$ cat config.mk
export PLATFORM = sky130hd
export DESIGN_NAME = pixel_byte_assembler_flat
export DESIGN_NICKNAME = d
export VERILOG_FILES = /design/src/rtl/pixel_byte_assembler_if.sv /design/src/rtl/pixel_byte_assembler.sv /design/src/flat_wrapper.sv
export SDC_FILE = /design/constraint.sdc
export NUM_CORES = 1
export LEC_CHECK = 0
export ABC_AREA = 1
export CAP_MARGIN = 20
export CORE_UTILIZATION = 50
export CTS_BUF_LIST = sky130_fd_sc_hd__clkbuf_4 sky130_fd_sc_hd__clkbuf_8
export CTS_CLUSTER_DIAMETER = 120
export DETAILED_ROUTE_END_ITERATION = 16
export PLACE_DENSITY = 0.75
export SLEW_MARGIN = 15
export SYNTH_ARGS = -nofsm -noshare
export SYNTH_HDL_FRONTEND = slang
export SYNTH_SLANG_ARGS = --single-unit
$ cat constraint.sdc
create_clock -name clk -period 2.7 [get_ports clk]
set_clock_uncertainty 0.1 [all_clocks]
set_input_delay 0.675 -clock clk [delete_from_list [all_inputs] [get_ports clk]]
set_output_delay 0.675 -clock clk [all_outputs]
set_load 0.1 [all_outputs]
$ cat src/rtl/pixel_byte_assembler_if.sv
// Byte-in / pixel-write bus of the frame-buffer write producer.
// The slave side is the assembler; the master side feeds bytes and observes writes.
interface pixel_byte_assembler_if #(
    parameter int ADDR_W = 17
);
    logic [7:0]        rx_data;
    logic              rx_valid;
    logic              frame_sync;
    logic              wr_en;
    logic [ADDR_W-1:0] wr_addr;
    logic [23:0]       wr_data;
    logic              frame_done;
    logic              busy;

    modport slave (
        input  rx_data,
        input  rx_valid,
        input  frame_sync,
        output wr_en,
        output wr_addr,
        output wr_data,
        output frame_done,
        output busy
    );

    modport master (
        output rx_data,
        output rx_valid,
        output frame_sync,
        input  wr_en,
        input  wr_addr,
        input  wr_data,
        input  frame_done,
        input  busy
    );
endinterface

$ cat src/rtl/pixel_byte_assembler.sv
// Packs R,G,B UART bytes into {B,G,R} frame-buffer writes in raster order,
// resynchronising on an inter-byte timeout or an explicit frame_sync.
module pixel_byte_assembler #(
    parameter int H_RES          = 320,
    parameter int V_RES          = 240,
    parameter int ADDR_W         = 17,
    parameter int TIMEOUT_CYCLES = 100000
) (
    input  logic                          clk,
    input  logic                          rst,
    pixel_byte_assembler_if.slave         bus
);
    localparam int                CNT_W     = $clog2(TIMEOUT_CYCLES + 1);
    localparam logic [ADDR_W-1:0] LAST_ADDR = ADDR_W'(H_RES * V_RES - 1);
    localparam logic [CNT_W-1:0]  CNT_MAX   = CNT_W'(TIMEOUT_CYCLES);
    localparam logic [CNT_W-1:0]  CNT_EXP   = CNT_W'(TIMEOUT_CYCLES - 1);

    typedef enum logic [1:0] {
        PH_R,
        PH_G,
        PH_B
    } phase_e;

    phase_e            phase_q, phase_d;
    logic [7:0]        r_q, r_d;
    logic [7:0]        g_q, g_d;
    logic [ADDR_W-1:0] pix_q, pix_d;
    logic [CNT_W-1:0]  cnt_q, cnt_d;
    logic              wr_en_q, wr_en_d;
    logic [ADDR_W-1:0] wr_addr_q, wr_addr_d;
    logic [23:0]       wr_data_q, wr_data_d;
    logic              frame_done_q, frame_done_d;
    logic              busy_q, busy_d;

    always_comb begin
        phase_d      = phase_q;
        r_d          = r_q;
        g_d          = g_q;
        pix_d        = pix_q;
        cnt_d        = cnt_q;
        wr_en_d      = 1'b0;
        wr_addr_d    = wr_addr_q;
        wr_data_d    = wr_data_q;
        frame_done_d = 1'b0;

        if (bus.frame_sync) begin
            // Sync is applied before a coincident byte, which then becomes R of pixel 0.
            pix_d   = '0;
            cnt_d   = '0;
            phase_d = PH_R;
            if (bus.rx_valid) begin
                r_d     = bus.rx_data;
                phase_d = PH_G;
            end
        end else if (bus.rx_valid) begin
            cnt_d = '0;
            unique case (phase_q)
                PH_R: begin
                    r_d     = bus.rx_data;
                    phase_d = PH_G;
                end
                PH_G: begin
                    g_d     = bus.rx_data;
                    phase_d = PH_B;
                end
                PH_B: begin
                    wr_en_d      = 1'b1;
                    wr_addr_d    = pix_q;
                    wr_data_d    = {bus.rx_data, g_q, r_q};
                    frame_done_d = (pix_q == LAST_ADDR);
                    pix_d        = (pix_q == LAST_ADDR) ? '0 : pix_q + 1'b1;
                    phase_d      = PH_R;
                end
                default: phase_d = PH_R;
            endcase
        end else if (phase_q != PH_R || pix_q != '0) begin
            // The idle cycle that would bring the count to the limit performs the resync.
            if (cnt_q >= CNT_EXP) begin
                cnt_d   = CNT_MAX;
                phase_d = PH_R;
                pix_d   = '0;
            end else begin
                cnt_d = cnt_q + 1'b1;
            end
        end

        busy_d = (phase_d != PH_R);
    end

    always_ff @(posedge clk) begin
        if (rst) begin
            phase_q      <= PH_R;
            r_q          <= '0;
            g_q          <= '0;
            pix_q        <= '0;
            cnt_q        <= '0;
            wr_en_q      <= 1'b0;
            wr_addr_q    <= '0;
            wr_data_q    <= '0;
            frame_done_q <= 1'b0;
            busy_q       <= 1'b0;
        end else begin
            phase_q      <= phase_d;
            r_q          <= r_d;
            g_q          <= g_d;
            pix_q        <= pix_d;
            cnt_q        <= cnt_d;
            wr_en_q      <= wr_en_d;
            wr_addr_q    <= wr_addr_d;
            wr_data_q    <= wr_data_d;
            frame_done_q <= frame_done_d;
            busy_q       <= busy_d;
        end
    end

    assign bus.wr_en      = wr_en_q;
    assign bus.wr_addr    = wr_addr_q;
    assign bus.wr_data    = wr_data_q;
    assign bus.frame_done = frame_done_q;
    assign bus.busy       = busy_q;
endmodule

$ cat src/flat_wrapper.sv
// flat-port wrapper written by rule: the top's interface ports become plain ports
module pixel_byte_assembler_flat 
#(
    parameter int H_RES          = 320,
    parameter int V_RES          = 240,
    parameter int ADDR_W         = 17,
    parameter int TIMEOUT_CYCLES = 100000
)
  (clk, rst, bus_rx_data, bus_rx_valid, bus_frame_sync, bus_wr_en, bus_wr_addr, bus_wr_data, bus_frame_done, bus_busy);
  pixel_byte_assembler_if #(.ADDR_W(ADDR_W)) bus_i ();
  input  logic clk;
  input  logic rst;
  input wire logic [$bits(bus_i.rx_data)-1:0] bus_rx_data;
  input wire logic [$bits(bus_i.rx_valid)-1:0] bus_rx_valid;
  input wire logic [$bits(bus_i.frame_sync)-1:0] bus_frame_sync;
  output wire logic [$bits(bus_i.wr_en)-1:0] bus_wr_en;
  output wire logic [$bits(bus_i.wr_addr)-1:0] bus_wr_addr;
  output wire logic [$bits(bus_i.wr_data)-1:0] bus_wr_data;
  output wire logic [$bits(bus_i.frame_done)-1:0] bus_frame_done;
  output wire logic [$bits(bus_i.busy)-1:0] bus_busy;
  assign bus_i.rx_data = bus_rx_data;
  assign bus_i.rx_valid = bus_rx_valid;
  assign bus_i.frame_sync = bus_frame_sync;
  assign bus_wr_en = bus_i.wr_en;
  assign bus_wr_addr = bus_i.wr_addr;
  assign bus_wr_data = bus_i.wr_data;
  assign bus_frame_done = bus_i.frame_done;
  assign bus_busy = bus_i.busy;
  pixel_byte_assembler #(.H_RES(H_RES), .V_RES(V_RES), .ADDR_W(ADDR_W), .TIMEOUT_CYCLES(TIMEOUT_CYCLES)) u_core (.clk(clk), .rst(rst), .bus(bus_i));
endmodule
==> results.json, run 1 <==
{
  "ys_ff_latch": 96,
  "path_clk_slew_ns": 0.09,
  "worstSetupPathType": "reg2reg",
  "antenna_found_initial": 0,
  "hpwl_mm": 7.89,
  "maxSlewHeadroom_pct": 71.0,
  "htreeDepth": 3,
  "rsz0062_at_grt": "false",
  "synth_fa_ha_area_share_pct": 0.843,
  "cts-root-buf": "clkbuf_8",
  "fin_total_pwr_uw": 2640,
  "ant_nets": 0,
  "diodes": 0,
  "fmax_ghz": 0.483,
  "crit_path_end_kind": "flop",
  "synth-simple-area-share_pct": 29.8,
  "yosys.cell_types.count": 31,
  "drc": 0,
  "worst_slew_pin_slew_ns": 0.432,
  "worstPathCellList": "ha_1 > nand3_1 > nor2_1 > nand3_1 > nand2_1 > nor2_1 > nand3_1 > a21oi_2",
  "grt_pass1_wl_mm": 17.6,
  "gp_congestion": 0.921,
  "cap_violations": 0,
  "cts_resized": 0,
  "cp_top_family": "simple AND/OR/NAND/NOR gates",
  "grt_util_all_layers_pct": 24.6,
  "yosysSeqAreaShare_pct": 43.2,
  "coreArea_um2": 8680,
  "fp.dieH_um": 96.4,
  "min_path_cells": 2,
  "cp_common_cell": "nand3_1",
  "io_pins": 56,
  "netlist_area_um2": 4450,
  "hold_violations": 0,
  "timing.hold.ws_ns": 0.393,
  "cts_max_path_buffers": 2,
  "p_leak_uw": 0.00211,
  "synth_top_area_cell": "dfxtp_1",
  "cp_slowest_cell": "dfxtp_1",
  "path_buf_inv": 0,
  "setup_viol_count_final": 0,
  "avgSynthCellArea_um2": 7.00,
  "synth_top_family_by_area": "simple AND/OR/NAND/NOR gates",
  "synth_xor_area_share_pct": 2.95,
  "drt-total-wl_mm": 10.8,
  "power_density_nw_per_um2": 509,
  "hold_path_class": "reg2reg",
  "yosysTopAreaCellShare_pct": 43.2,
  "num_rows": 34,
  "required_ns": 2.85,
  "post-route-period-util_pct": 76.7,
  "grt_pass1_vias": 3655,
  "status": "complete, no violations",
  "cts_tree": "done",
  "synth_compound_area_share_pct": 15.1,
  "numPortBuffers": 55,
  "vias_per_cell": 5.21,
  "cts.sink_count": 96,
  "postCtsHoldBufs": 0,
  "clock_latency_ns": 0.37,
  "synthesis.nets": 651,
  "syn_to_final_growth_pct": 16.4,
  "dieArea_um2": 9290,
  "slew_viol_final": 0,
  "initial_utilization_pct": 51.3,
  "cp.depth": 8,
  "yosys_warnings": 0,
  "layout_min_cycle_time_ns": 2.07,
  "peakVddDrop_uv": 319,
  "synthTopCellsByArea": "dfxtp_1 43%, nor2_1 9.6%, nand2_1 9.0%",
  "first_pass_iters": 5,
  "crit_arrival_ns": 2.22,
  "grt_overflow": 0,
  "synth_mux_area_share_pct": 0,
  "critPathMaxStageDelay_ns": 0.45,
  "post_drt_wl_per_cell_um": 13.5,
  "drtIter0Drc": 188,
  "finish.utilization_pct": 59.7,
  "setup_tns_ns": 0,
  "cts-buffers-inserted": 9,
  "num_vias": 4177,
  "nets": 703,
  "netlist_instances": 636,
  "die_x_um": 96.4,
  "grt_max_degree": 60,
  "cp_max_fo": 7,
  "r2r_cells": 8,
  "post-cts-setup-buffers": 0,
  "start_kind": "flop",
  "drive_gt1_share_pct": 12.7
}
==> cell usage after synthesis, drive strengths merged <==
master    n
a21oi    65
buf      10
clkbuf   13
clkinv    2
dfxtp    96
ha        3
inv      66
nand2   110
nand3    44
nand3b    1
nand4     9
nor2    118
nor3     17
nor3b     1
nor4      2
o21ai    64
xnor2     2
xor2     13
==> cell families after synthesis <==
logic type / after synthesis
simple gates: 302
compound gates: 129
flops: 96
buf+inv: 91
xor+xnor: 15
fa+ha+maj: 3
==> area by class of cell <==
class | instances | area [um2]
Multi-Input combinational cell | 449 | 2170
Fill cell | 821 | 3490
Clock inverter | 6 | 53.8
Timing Repair Buffer | 64 | 520
Sequential cell | 96 | 1920
Tap cell | 108 | 135
Inverter | 68 | 255
Clock buffer | 10 | 131
==> worst reg2reg max path: stages (launching register included) <==
cell	delay, ns
dfxtp_1	0.45
ha_1	0.23
nand3_1	0.19
nor2_1	0.33
nand3_1	0.29
nand2_1	0.16
nor2_1	0.05
nand3_1	0.09
a21oi_2	0.07
==> power by group <==
group	switching (uW)	internal, uW	total [uW]
Clock	542	360	902
Combinational	200	74.4	275
Sequential	15.8	1440	1460
==> flip-flops by register name, indices dropped and copies added (netlist names) <==
name                   cells
u_core.bus.wr_data        24
u_core.bus.wr_addr        17
u_core.cnt_q              17
u_core.pix_q              17
u_core.g_q                 8
u_core.r_q                 8
u_core.phase_q             2
u_core.bus.busy            1
u_core.bus.frame_done      1
u_core.bus.wr_en           1
==> per-stage QoR <==
step	cells	area, um2	setup WS, ns
floorplan	636	4450	0.851
global placement	785	5000	0.317
detailed placement	785	5000	0.300
CTS	801	5180	0.619
global route	801	5180	0.449
finish	801	5180	0.629
==> cell usage in the layout (no fill, tap or decap), types with 9 or more instances in the layout <==
master           count
nor2_1             114
nand2_1            107
dfxtp_1             96
inv_1               65
o21ai_0             63
a21oi_1             58
buf_4               52
nand3_1             43
nor3_1              17
xor2_1              13
clkdlybuf4s50_1     11
clkbuf_8             9
==> path summary, 6_finish.rpt <==
check	startpoint	endpoint	slack [ns]
worst min-delay path	u_core.bus.wr_data[5]$_SDFFE_PP0P_	u_core.bus.wr_data[5]$_SDFFE_PP0P_	0.39
worst max register to register	u_core.pix_q[0]$_SDFFE_PP0P_	u_core.pix_q[7]$_SDFFE_PP0P_	0.63
worst max-delay path	u_core.pix_q[0]$_SDFFE_PP0P_	u_core.pix_q[7]$_SDFFE_PP0P_	0.63
worst min register to register	u_core.bus.wr_data[5]$_SDFFE_PP0P_	u_core.bus.wr_data[5]$_SDFFE_PP0P_	0.39
==> routing by layer <==
metal / track usage (%) / vias up / wire [um] / share of wire [%]
met4: 7.60 / 0 / 131 / 1.2
li1: - / 2158 / - / -
met3: 4.85 / 11 / 481 / 4.4
met2: 40.0 / 98 / 5280 / 49
met5: 0 / - / 0 / 0
met1: 33.0 / 1910 / 4940 / 46
Note: power is estimated with default switching activity, not from simulation.
==> run 2: changes to the inputs <==
==> constraint.sdc (replaced) <==
create_clock -name clk -period 2 [get_ports clk]
set_clock_uncertainty 0.1 [all_clocks]
set_input_delay 0.5 -clock clk [delete_from_list [all_inputs] [get_ports clk]]
set_output_delay 0.5 -clock clk [all_outputs]
set_load 0.1 [all_outputs]
==> run 2 against run 1 <==
Compared with the run above: flip-flop and latch count unchanged; critical endpoint is now u_core.pix_q[16]$_SDFFE_PP0P_; combinational power increased by 61%; die area unchanged; largest power group unchanged; design area increased by 16%; worst hold slack improved by 0.0049 ns; largest cell class unchanged; wire length increased by 7.6%; via count increased by 3.7%; worst setup slack got worse by 0.50 ns; clock-buffer cell count decreased by 1; register-to-register slack got worse by 0.50 ns.
==> results.json, run 2 (synthesis gave the netlist of run 1 again) <==
{
  "post_drt_wl_per_cell_um": 14.0,
  "first_pass_iters": 5,
  "worst_slew_pin_slew_ns": 0.432,
  "hold_violations": 0,
  "start_kind": "flop",
  "diodes": 0,
  "worstPathCellList": "ha_1 > nand3_1 > nor2_2 > buf_4 > inv_1 > nor2_1 > xor2_1 > a21oi_1 > nor2_1",
  "fmax_ghz": 0.535,
  "hold_path_class": "reg2reg",
  "hpwl_mm": 8.91,
  "cp_common_cell": "nor2_1",
  "whs_endpoint": "u_core.cnt_q[16]$_SDFFE_PP0N_",
  "min_from": "u_core.cnt_q[16]$_SDFFE_PP0N_",
  "path_buf_inv": 2,
  "critPathMaxStageDelay_ns": 0.42,
  "p_leak_uw": 0.00240,
  "r2r_cells": 9,
  "setup_tns_ns": 0,
  "post-cts-setup-buffers": 0,
  "antenna_found_initial": 0,
  "peakVddDrop_uv": 404,
  "setup_viol_count_final": 0,
  "crit_arrival_ns": 2.07,
  "initial_utilization_pct": 51.3,
  "cp_slowest_cell": "dfxtp_1",
  "cap_violations": 0,
  "slew_viol_final": 0,
  "htreeDepth": 3,
  "die_x_um": 96.4,
  "worstSetupPathType": "reg2reg",
  "min_path_cells": 2,
  "io_pins": 56,
  "fp.dieH_um": 96.4,
  "final_cell_mix": "113 x nor2_1, 107 x nand2_1, 96 x dfxtp_1",
  "grt_overflow": 0,
  "drt-total-wl_mm": 11.6,
  "grt_util_all_layers_pct": 26.3,
  "coreArea_um2": 8680,
  "num_rows": 34,
  "required_ns": 2.20,
  "combPwrFrac_pct": 12.3,
  "power.internal_uw": 2590,
  "p_sw_share_pct": 28.4,
  "fin_total_pwr_uw": 3610,
  "post-route-period-util_pct": 93.5,
  "clock_latency_ns": 0.35,
  "cts-buffers-inserted": 9,
  "numPortBuffers": 55,
  "switching_power_uw": 1020,
  "ff_latch_area_um2": 1920,
  "nets": 734,
  "r2r-end": "u_core.pix_q[16]$_SDFFE_PP0P_",
  "num_vias": 4332,
  "post-route-cell-area_um2": 5990,
  "syn_to_final_growth_pct": 34.6,
  "ff2ff_setup_slack_ns": 0.13,
  "path_clk_slew_ns": 0.09,
  "cp_max_fo": 5,
  "crit_path_end_kind": "flop",
  "largest_register_ffs": 24,
  "vias_per_cell": 5.21,
  "grt_pass1_wl_mm": 18.9,
  "dieArea_um2": 9290,
  "maxSlewHeadroom_pct": 71.0,
  "cts.sink_count": 96,
  "ant_nets": 0,
  "cp_top_family": "simple AND/OR/NAND/NOR gates",
  "drive_gt1_share_pct": 16.6,
  "power_density_nw_per_um2": 603,
  "cts_max_path_buffers": 2,
  "final_common_cell": "nor2_1",
  "multi_input_area_um2": 2170,
  "p_seq_share_pct": 54.7,
  "grt_max_degree": 35,
  "clockPowerShare_pct": 33.0,
  "cts_tree": "done",
  "gp_congestion": 0.921,
  "r2r-start": "u_core.pix_q[0]$_SDFFE_PP0P_",
  "status": "complete, no violations",
  "placed_area_um2": 5810,
  "nFillCells": 763,
  "layout_min_cycle_time_ns": 1.87,
  "grt_pass1_vias": 3971,
  "drc": 0,
  "drtIter0Drc": 175,
  "cts-root-buf": "clkbuf_8"
}
## run 2: cell types whose count changed in the layout (fill, tap and decap cells not counted), sizes merged
cell and delta:
buf +31, clkbuf -1, clkinv +1, clkinvlp -2, inv +2
## run 2: how the worst max path moves through the flow
stage	from	endpoint	slack [ns]	cells past startpoint
after global placement	bus_rx_valid	u_core.bus.wr_addr[14]$_SDFFE_PP0P_	-0.03	8
after detailed placement	bus_rx_valid	u_core.bus.wr_addr[16]$_SDFFE_PP0P_	-0.16	8
final	u_core.pix_q[0]$_SDFFE_PP0P_	u_core.pix_q[16]$_SDFFE_PP0P_	0.13	9
after global routing	u_core.pix_q[1]$_SDFFE_PP0P_	u_core.pix_q[9]$_SDFFE_PP0P_	-0.03	8
after floorplan	u_core.cnt_q[0]$_SDFFE_PP0N_	u_core.pix_q[16]$_SDFFE_PP0P_	0.29	9
after CTS	u_core.pix_q[0]$_SDFFE_PP0P_	u_core.pix_q[16]$_SDFFE_PP0P_	0.13	9
## run 2: cell type report
class / instances / share of cell area [%]
Sequential cell: 96 / 32.1
Clock buffer: 9 / 2.07
Multi-Input combinational cell: 449 / 36.2
Tap cell: 108 / 2.25
Clock inverter: 7 / 1.02
Inverter: 68 / 4.26
Timing Repair Buffer: 95 / 22.2
## run 2: repair_timing
item,in CTS,in global routing
setup endpoints to repair,0,4
resized for setup,0,1
hold buffers,0,0
## run 2: metal layers
layer | vias up | wire length, um | global-route usage, %
met5 | - | 0 | 0
met4 | 0 | 264 | 9.93
met3 | 21 | 488 | 3.44
met2 | 109 | 5790 | 44.4
met1 | 1970 | 5100 | 34.4
li1 | 2232 | - | -
## run 2: per-stage QoR
step / util, % / hold WS (ns) / instances / setup slack (ns)
floorplan: - / 0.337 / 636 / 0.290
global placement: 66.9 / 0.367 / 816 / -0.0315
detailed placement: 66.9 / 0.371 / 816 / -0.161
CTS: 69.0 / 0.396 / 832 / 0.134
global route: 69.1 / 0.416 / 832 / -0.0292
finish: 69.1 / 0.398 / 832 / 0.130
## run 2: power groups by stage
stage | clock network [uW] | registers, uW | logic (uW)
2_1_floorplan | 0 | 2120 | 168
3_3_place_gp | 0 | 2020 | 434
3_5_place_dp | 0 | 2020 | 442
4_1_cts | 1230 | 1980 | 444
5_1_grt | 1290 | 1980 | 476
6_report | 1190 | 1980 | 443
## run 2: worst register-to-register path, cell delays in order, from the launching register on
cell and delay [ns]:
dfxtp_1 0.42, ha_1 0.20, nand3_1 0.22, nor2_2 0.24
buf_4 0.15, inv_1 0.03, nor2_1 0.14, xor2_1 0.16
a21oi_1 0.08, nor2_1 0.09
